File: config.mk
export PLATFORM = sky130hd
export DESIGN_NAME = count_sequencer_flat
export DESIGN_NICKNAME = d
export VERILOG_FILES = /design/src/rtl/count_sequencer_if.sv /design/src/rtl/count_sequencer.sv /design/src/flat_wrapper.sv
export SDC_FILE = /design/constraint.sdc
export NUM_CORES = 1
export LEC_CHECK = 0
export BUFFER_PORTS_ARGS = -buffer_cell sky130_fd_sc_hd__buf_4
export CAP_MARGIN = 20
export CORE_MARGIN = 8
export CORE_UTILIZATION = 52
export CTS_CLUSTER_DIAMETER = 50
export DETAILED_ROUTE_END_ITERATION = 8
export GPL_TIMING_DRIVEN = 1
export PLACE_DENSITY = 0.87
export SETUP_SLACK_MARGIN = 0.3
export SLEW_MARGIN = 20
export SYNTH_ARGS = -nofsm -noshare
export SYNTH_HDL_FRONTEND = slang
export SYNTH_SLANG_ARGS = --single-unit
export TNS_END_PERCENT = 20
File: constraint.sdc
create_clock -name clk -period 2.27 [get_ports clk]
set_input_delay 0.227 -clock clk [delete_from_list [all_inputs] [get_ports clk]]
set_output_delay 0.227 -clock clk [all_outputs]
set_load 0.05 [all_outputs]
File: src/rtl/count_sequencer_if.sv
// Control and status bundle for count_sequencer: configuration, run/stop requests,
// count display and status flags.
interface count_sequencer_if #(
  parameter int WIDTH = 4,
  parameter int DIV_W = 4
);
  logic             cfg_we;
  logic [WIDTH-1:0] cfg_limit;
  logic [DIV_W-1:0] cfg_div;
  logic             cfg_auto;
  logic             start;
  logic             stop;

  logic [WIDTH-1:0] count_out;
  logic             busy;
  logic             done;
  logic             wrap;
  logic             cfg_err;
  logic [1:0]       state_o;

  modport master (
    output cfg_we, cfg_limit, cfg_div, cfg_auto, start, stop,
    input  count_out, busy, done, wrap, cfg_err, state_o
  );

  modport slave (
    input  cfg_we, cfg_limit, cfg_div, cfg_auto, start, stop,
    output count_out, busy, done, wrap, cfg_err, state_o
  );
endinterface

File: src/rtl/count_sequencer.sv
// Run/stop sequencer for the count register: programmable limit, prescaler,
// one-shot or auto-reload, pause/resume. All outputs come from registers.
module count_sequencer #(
  parameter int WIDTH = 4,
  parameter int DIV_W = 4
) (
  input  logic                 clk,
  input  logic                 rst_n,
  count_sequencer_if.slave     bus
);

  typedef enum logic [1:0] {
    IDLE  = 2'd0,
    RUN   = 2'd1,
    PAUSE = 2'd2,
    DONE  = 2'd3
  } state_t;

  state_t           state_q, state_d;
  logic [WIDTH-1:0] count_q, count_d;
  logic [DIV_W-1:0] pre_q,   pre_d;
  logic [WIDTH-1:0] limit_q, limit_d;
  logic [DIV_W-1:0] div_q,   div_d;
  logic             auto_q,  auto_d;
  logic             wrap_q,  wrap_d;
  logic             cfg_err_q, cfg_err_d;
  logic             tick;

  assign tick = (state_q == RUN) && (pre_q == div_q);

  always_comb begin
    state_d   = state_q;
    count_d   = count_q;
    pre_d     = '0;
    limit_d   = limit_q;
    div_d     = div_q;
    auto_d    = auto_q;
    wrap_d    = 1'b0;
    cfg_err_d = bus.cfg_we && (state_q != IDLE);

    unique case (state_q)
      IDLE: begin
        count_d = '0;
        if (bus.cfg_we) begin
          limit_d = bus.cfg_limit;
          div_d   = bus.cfg_div;
          auto_d  = bus.cfg_auto;
        end
        if (bus.start && !bus.stop) state_d = RUN;
      end
      RUN: begin
        // stop outranks a coincident tick: count frozen, prescaler discarded
        if (bus.stop) begin
          state_d = PAUSE;
        end else if (tick) begin
          if (count_q != limit_q) begin
            count_d = count_q + 1'b1;
          end else if (auto_q) begin
            count_d = '0;
            wrap_d  = 1'b1;
          end else begin
            state_d = DONE;
          end
        end else begin
          pre_d = pre_q + 1'b1;
        end
      end
      PAUSE: begin
        if (bus.stop) begin
          state_d = IDLE;
          count_d = '0;
        end else if (bus.start) begin
          state_d = RUN;
        end
      end
      DONE: begin
        if (bus.stop) begin
          state_d = IDLE;
          count_d = '0;
        end else if (bus.start) begin
          state_d = RUN;
          count_d = '0;
        end
      end
      default: state_d = IDLE;
    endcase
  end

  always_ff @(posedge clk) begin
    if (!rst_n) begin
      state_q   <= IDLE;
      count_q   <= '0;
      pre_q     <= '0;
      limit_q   <= '1;
      div_q     <= '0;
      auto_q    <= 1'b0;
      wrap_q    <= 1'b0;
      cfg_err_q <= 1'b0;
    end else begin
      state_q   <= state_d;
      count_q   <= count_d;
      pre_q     <= pre_d;
      limit_q   <= limit_d;
      div_q     <= div_d;
      auto_q    <= auto_d;
      wrap_q    <= wrap_d;
      cfg_err_q <= cfg_err_d;
    end
  end

  assign bus.count_out = count_q;
  assign bus.busy      = (state_q == RUN) || (state_q == PAUSE);
  assign bus.done      = (state_q == DONE);
  assign bus.wrap      = wrap_q;
  assign bus.cfg_err   = cfg_err_q;
  assign bus.state_o   = state_q;

endmodule

File: src/flat_wrapper.sv
// flat-port wrapper written by rule: the top's interface ports become plain ports
module count_sequencer_flat 
#(
  parameter int WIDTH = 4,
  parameter int DIV_W = 4
)
  (clk, rst_n, bus_cfg_we, bus_cfg_limit, bus_cfg_div, bus_cfg_auto, bus_start, bus_stop, bus_count_out, bus_busy, bus_done, bus_wrap, bus_cfg_err, bus_state_o);
  count_sequencer_if #(.WIDTH(WIDTH), .DIV_W(DIV_W)) bus_i ();
  input  logic clk;
  input  logic rst_n;
  input wire logic [$bits(bus_i.cfg_we)-1:0] bus_cfg_we;
  input wire logic [$bits(bus_i.cfg_limit)-1:0] bus_cfg_limit;
  input wire logic [$bits(bus_i.cfg_div)-1:0] bus_cfg_div;
  input wire logic [$bits(bus_i.cfg_auto)-1:0] bus_cfg_auto;
  input wire logic [$bits(bus_i.start)-1:0] bus_start;
  input wire logic [$bits(bus_i.stop)-1:0] bus_stop;
  output wire logic [$bits(bus_i.count_out)-1:0] bus_count_out;
  output wire logic [$bits(bus_i.busy)-1:0] bus_busy;
  output wire logic [$bits(bus_i.done)-1:0] bus_done;
  output wire logic [$bits(bus_i.wrap)-1:0] bus_wrap;
  output wire logic [$bits(bus_i.cfg_err)-1:0] bus_cfg_err;
  output wire logic [$bits(bus_i.state_o)-1:0] bus_state_o;
  assign bus_i.cfg_we = bus_cfg_we;
  assign bus_i.cfg_limit = bus_cfg_limit;
  assign bus_i.cfg_div = bus_cfg_div;
  assign bus_i.cfg_auto = bus_cfg_auto;
  assign bus_i.start = bus_start;
  assign bus_i.stop = bus_stop;
  assign bus_count_out = bus_i.count_out;
  assign bus_busy = bus_i.busy;
  assign bus_done = bus_i.done;
  assign bus_wrap = bus_i.wrap;
  assign bus_cfg_err = bus_i.cfg_err;
  assign bus_state_o = bus_i.state_o;
  count_sequencer #(.WIDTH(WIDTH), .DIV_W(DIV_W)) u_core (.clk(clk), .rst_n(rst_n), .bus(bus_i));
endmodule
# --- Yosys cells after proc, flatten, opt, wreduce, memory -nomap -nowiden ---
# Cells that the tools add are included.
word_totals:
  register_bits: 21
  elab_cells: 58
op_classes:
  n_addsub: 2
  eq_ne: 15
  mux: 17
  bitwise_logic: 3
  n_reduce_logical: 13
ops:
  columns: ["operator", "n"]
  rows:
  - ["4-bit two-way mux", 7]
  - ["4-bit case mux with 4 select lines", 1]
  - ["2-bit two-way mux", 7]
  - ["5-bit AND reduction", 2]
  - ["3-bit inequality test (second input constant)", 3]
  - ["4-bit by 1-bit adder with 4-bit output (second input constant)", 2]
  - ["3-bit by 2-bit inequality test with 1-bit output (second input constant)", 2]
  - ["2-bit case mux with 3 select lines", 1]
  - ["5-bit OR reduction", 1]
  - ["2-bit equality test (second input constant)", 2]
  - ["4-bit equality test", 1]
  - ["2-bit by 1-bit inequality test with 1-bit output (second input constant)", 2]
  - ["2-bit inequality test (second input constant)", 2]
  - ["4-bit inequality test", 1]
  - ["4-bit OR reduction", 1]
  - ["1-bit logical AND", 3]
  - ["3-bit by 1-bit inequality test with 1-bit output (second input constant)", 1]
  - ["1-bit inverter", 3]
  - ["2-bit by 1-bit equality test with 1-bit output (second input constant)", 1]
  - ["2-bit zero test", 1]
  - ["2-bit AND reduction", 1]
  - ["2-bit nonzero test", 1]
  - ["2-bit OR reduction", 1]
  - ["1-bit zero test", 1]
  - ["2 further kinds", 2]

# --- Logic depth before layout (Yosys ltp) ---
depth:
  word_depth: 5
  ltp_mapped: 7
  depth_no_buf: 6

# --- Worst setup path after synthesis ---
# No wires, ideal clock.
synth_timing:
  kind: "register to register"
  from: "reg u_core.state_q[0], in the netlist u_core.bus.state_o[0]"
  to: "reg u_core.state_q[0], in the netlist u_core.bus.state_o[0]"
  setup_time_ps: 74
  t_arrival_ps: 1979
  required_time_ps: 2196
  setup_slack_ps: 217
  path_stages_with_launch: 7
  path_buffers: 0
  period_less_slack_ps: 2053
  path_cell_list: "dfxtp_1 -> inv_1 -> ha_1 -> o21bai_1 -> a21boi_1 -> or4b_1 -> a31oi_1"
synth_via:
  elab_chain_cells: 4
  word_cells_on_any_way: 13
synth_lines:
  columns: ["item", "line_no", "text"]
  rows:
  - ["from (decl)", "count_sequencer.sv:19", "state_t state_q, state_d;"]
  - ["from (signal assigned)", "count_sequencer.sv:100", "state_q <= state_d;"]
  - ["2-bit equality test / 2-bit by 1-bit equality test with 1-bit output (equally long branches)", "count_sequencer.sv:41, count_sequencer.sv:29", null]
  - ["2-bit OR reduction (no source line) / 1-bit logical AND (equally long branches)", null, null]
  - ["3-bit by 1-bit inequality test with 1-bit output (no source line) / 3-bit by 2-bit inequality test with 1-bit output (equally long branches)", null, null]
  - ["5-bit AND reduction (no source line)", null, null]
# Parallel ways exist; a longest one is shown, timed or not.
# A chain may end at the register's enable or synchronous reset.

# --- Worst setup path after layout ---
layout_timing:
  from: "reg u_core.state_q[1], in the netlist u_core.bus.state_o[1]"
  to: "reg u_core.state_q[1], in the netlist u_core.bus.state_o[1]"
# Same word-level chain as after synthesis.

==> results.toml <==
[setup_path]
path_common_cell = "inv_1"
path_buf_inv = 2
crit_path_start_kind = "flop"
crit_path_end_kind = "flop"
cpMaxStageDelayCell = "or4b_1"
cp_top_family = "simple AND/OR/NAND/NOR gates"
worstSetupPathType = "flop to flop"
crit_path_max_fanout = 4
cpPeakStageDelay_ns = 0.55
crit_chain = "inv_1 > ha_1 > inv_1 > a21boi_1 > or4b_1 > a31oi_1"
cp.arrival_ns = 2.02
required_ns = 2.51

[routing]
vias = 957
ant_nets = 0
post_drt_wl_per_cell_um = 13.8
drc = 0
wl_um = 2400
routed_via_density = 5.50
drt_iter0_drc = 35
firstDrtPassIters = 4

[sta]
drv_slew = 0
finalCriticalPeriod_ns = 1.78
hold_viol_final = 0
finalCritPeriodShare_pct = 78.3
worst_pin_slew_ns = 0.506
rsz0062_at_grt = "no"
finalClockSkew_ns = 0.00129
slew_headroom_pct = 65.8
fin_setup_tns_ns = 0
clock.fmax_mhz = 562
setup_viol = 0

[power_and_ir_drop]
p_per_area_nw_per_um2 = 1020
cellLeakagePower_nw = 0.573
max-vdd-ir-drop_mv = 1.09

[clock_network]
htree_levels = 1
cts_tree = "built"
clkTransAtPathRegs_ns = 0.12
clock_sinks = 21
worstSkewPairLatency_ns = 0.30
cts_resized = 0
numCtsBuffers = 3
holdBufCountCts = 0
cts-root-buf = "clkbuf_4"
post-cts-setup-buffers = 0
cts_max_path_buffers = 2

[yosys]
ys_seq_area_share_pct = 38.5
synth_nets = 144
syn-cell-area_um2 = 1090
async_reset_ff_share_pct = 0
ys.flop_type = "dfxtp_1"
ys_ff_latch = 21
syn_inst = 123
yosysWarnings = 0
synth_edf_count = 0
synth_cell_type_count = 38
synth_area_per_cell_um2 = 8.87

[floorplan]
start_util_pct = 55.6
die_w_um = 61.8
rows = 16
core_area_um2 = 1960
io_pins = 24
die_y_um = 61.8
design.die.area_um2 = 3820

[cells_and_area]
area_growth_pct = 19.6
stdcell_area_um2 = 1310
register_area_um2 = 422
fin_nets = 169
drive_gt1_share_pct = 21.1
fin_util_pct = 66.5
final_common_cell = "buf_4"
fill_cells = 174
multi_input_area_um2 = 632
num_antenna_cells = 0
layout_common_cells = "buf_4 (23), nand2_1 (21), dfxtp_1 (20), nand3_1 (8), nor2_1 (7)"

[global_routing]
grt_pass1_wl_um = 4120
grt_use_total_pct = 14.3
overflow = 0
grt_max_degree = 18
grt_pass1_vias = 956
antenna_found_initial = 0

[placed_design]
hpwl_um = 1850
gp_congestion = 0.758
placed_area_um2 = 1280
port_buffers = 23

[hold_path]
hold_path_class = "input pin to flop"

[job]
maxCapViolCount = 0

[run_status]
status = "complete, no violations"
[cells in the mapped netlist, types with 2 or more instances]
cell type / count / area (um^2)
o211ai_1: 6 / 45.0
xor2_1: 5 / 43.8
nor2_1: 7 / 26.3
nand2_1: 21 / 78.8
nand3_1: 8 / 40.0
a31oi_1: 2 / 12.5
inv_1: 5 / 18.8
xnor2_1: 5 / 43.8
ha_1: 7 / 87.6
a21boi_0: 5 / 37.5
nand4_1: 3 / 18.8
a21oi_1: 3 / 15.0
dfxtp_1: 21 / 420
[path summary, 6_finish.rpt]
path                    startpoint               endpoint  slack, ns  cells past startpoint
max          u_core.bus.state_o[1]  u_core.bus.state_o[1]       0.49                      6
min               bus_cfg_limit[1]      u_core.limit_q[1]       0.12                      3
max reg2reg  u_core.bus.state_o[1]  u_core.bus.state_o[1]       0.49                      6
min reg2reg        u_core.div_q[2]        u_core.div_q[2]       0.48                      2
[routing by layer]
metal | wire (um) | global-route usage, %
met2 | 1150 | 23.0
met4 | 39 | 7.79
met5 | 0 | 0
met3 | 103 | 2.47
met1 | 1110 | 17.5
[cells by family after synthesis]
logic type / share of synthesized area, %
buffers and inverters: 3.78
flip-flops: 38.5
AO/OA/AOI/OAI: 14.9
multiplexers: 0.917
adder cells (fa/ha/maj): 8.03
AND/OR/NAND/NOR: 25.8
XOR/XNOR: 8.03
[through the flow]
stage	std cells	setup WS [ns]	hold WS (ns)	power, W
after detailed placement	170	0.549	0.443	0.00115
after floorplan	123	0.313	0.349	0.000996
final	174	0.492	0.122	0.00133
after global placement	170	0.600	0.435	0.00113
after global routing	174	0.380	0.128	0.00142
after CTS	174	0.500	0.123	0.00133
[registers in the layout, indices dropped and copies added, names as in the netlist]
name and cells:
u_core.bus.count_out 4, u_core.limit_q 4, u_core.bus.wrap 1, u_core.bus.state_o 2
u_core.div_q 4, u_core.auto_q 1, u_core.pre_q 4, u_core.bus.cfg_err 1
[worst reg2reg max path, cell delays in order (launching register included)]
cell	delay (ns)
dfxtp_1	0.41
inv_1	0.12
ha_1	0.24
inv_1	0.11
a21boi_1	0.10
or4b_1	0.55
a31oi_1	0.19
[layout make-up]
class	count	share of cell area, %
Timing Repair Buffer	23	13.2
Inverter	5	1.44
Sequential cell	21	32.3
Tap cell	27	2.59
Clock buffer	4	2.01
Multi-Input combinational cell	94	48.4
[power by group]
part	internal, W	switching (W)
Combinational	0.000228	0.000431
Sequential	0.000431	0.0000526
Clock	0.0000686	0.000116
Total	0.000728	0.000599
(Power assumes the default switching activity.)
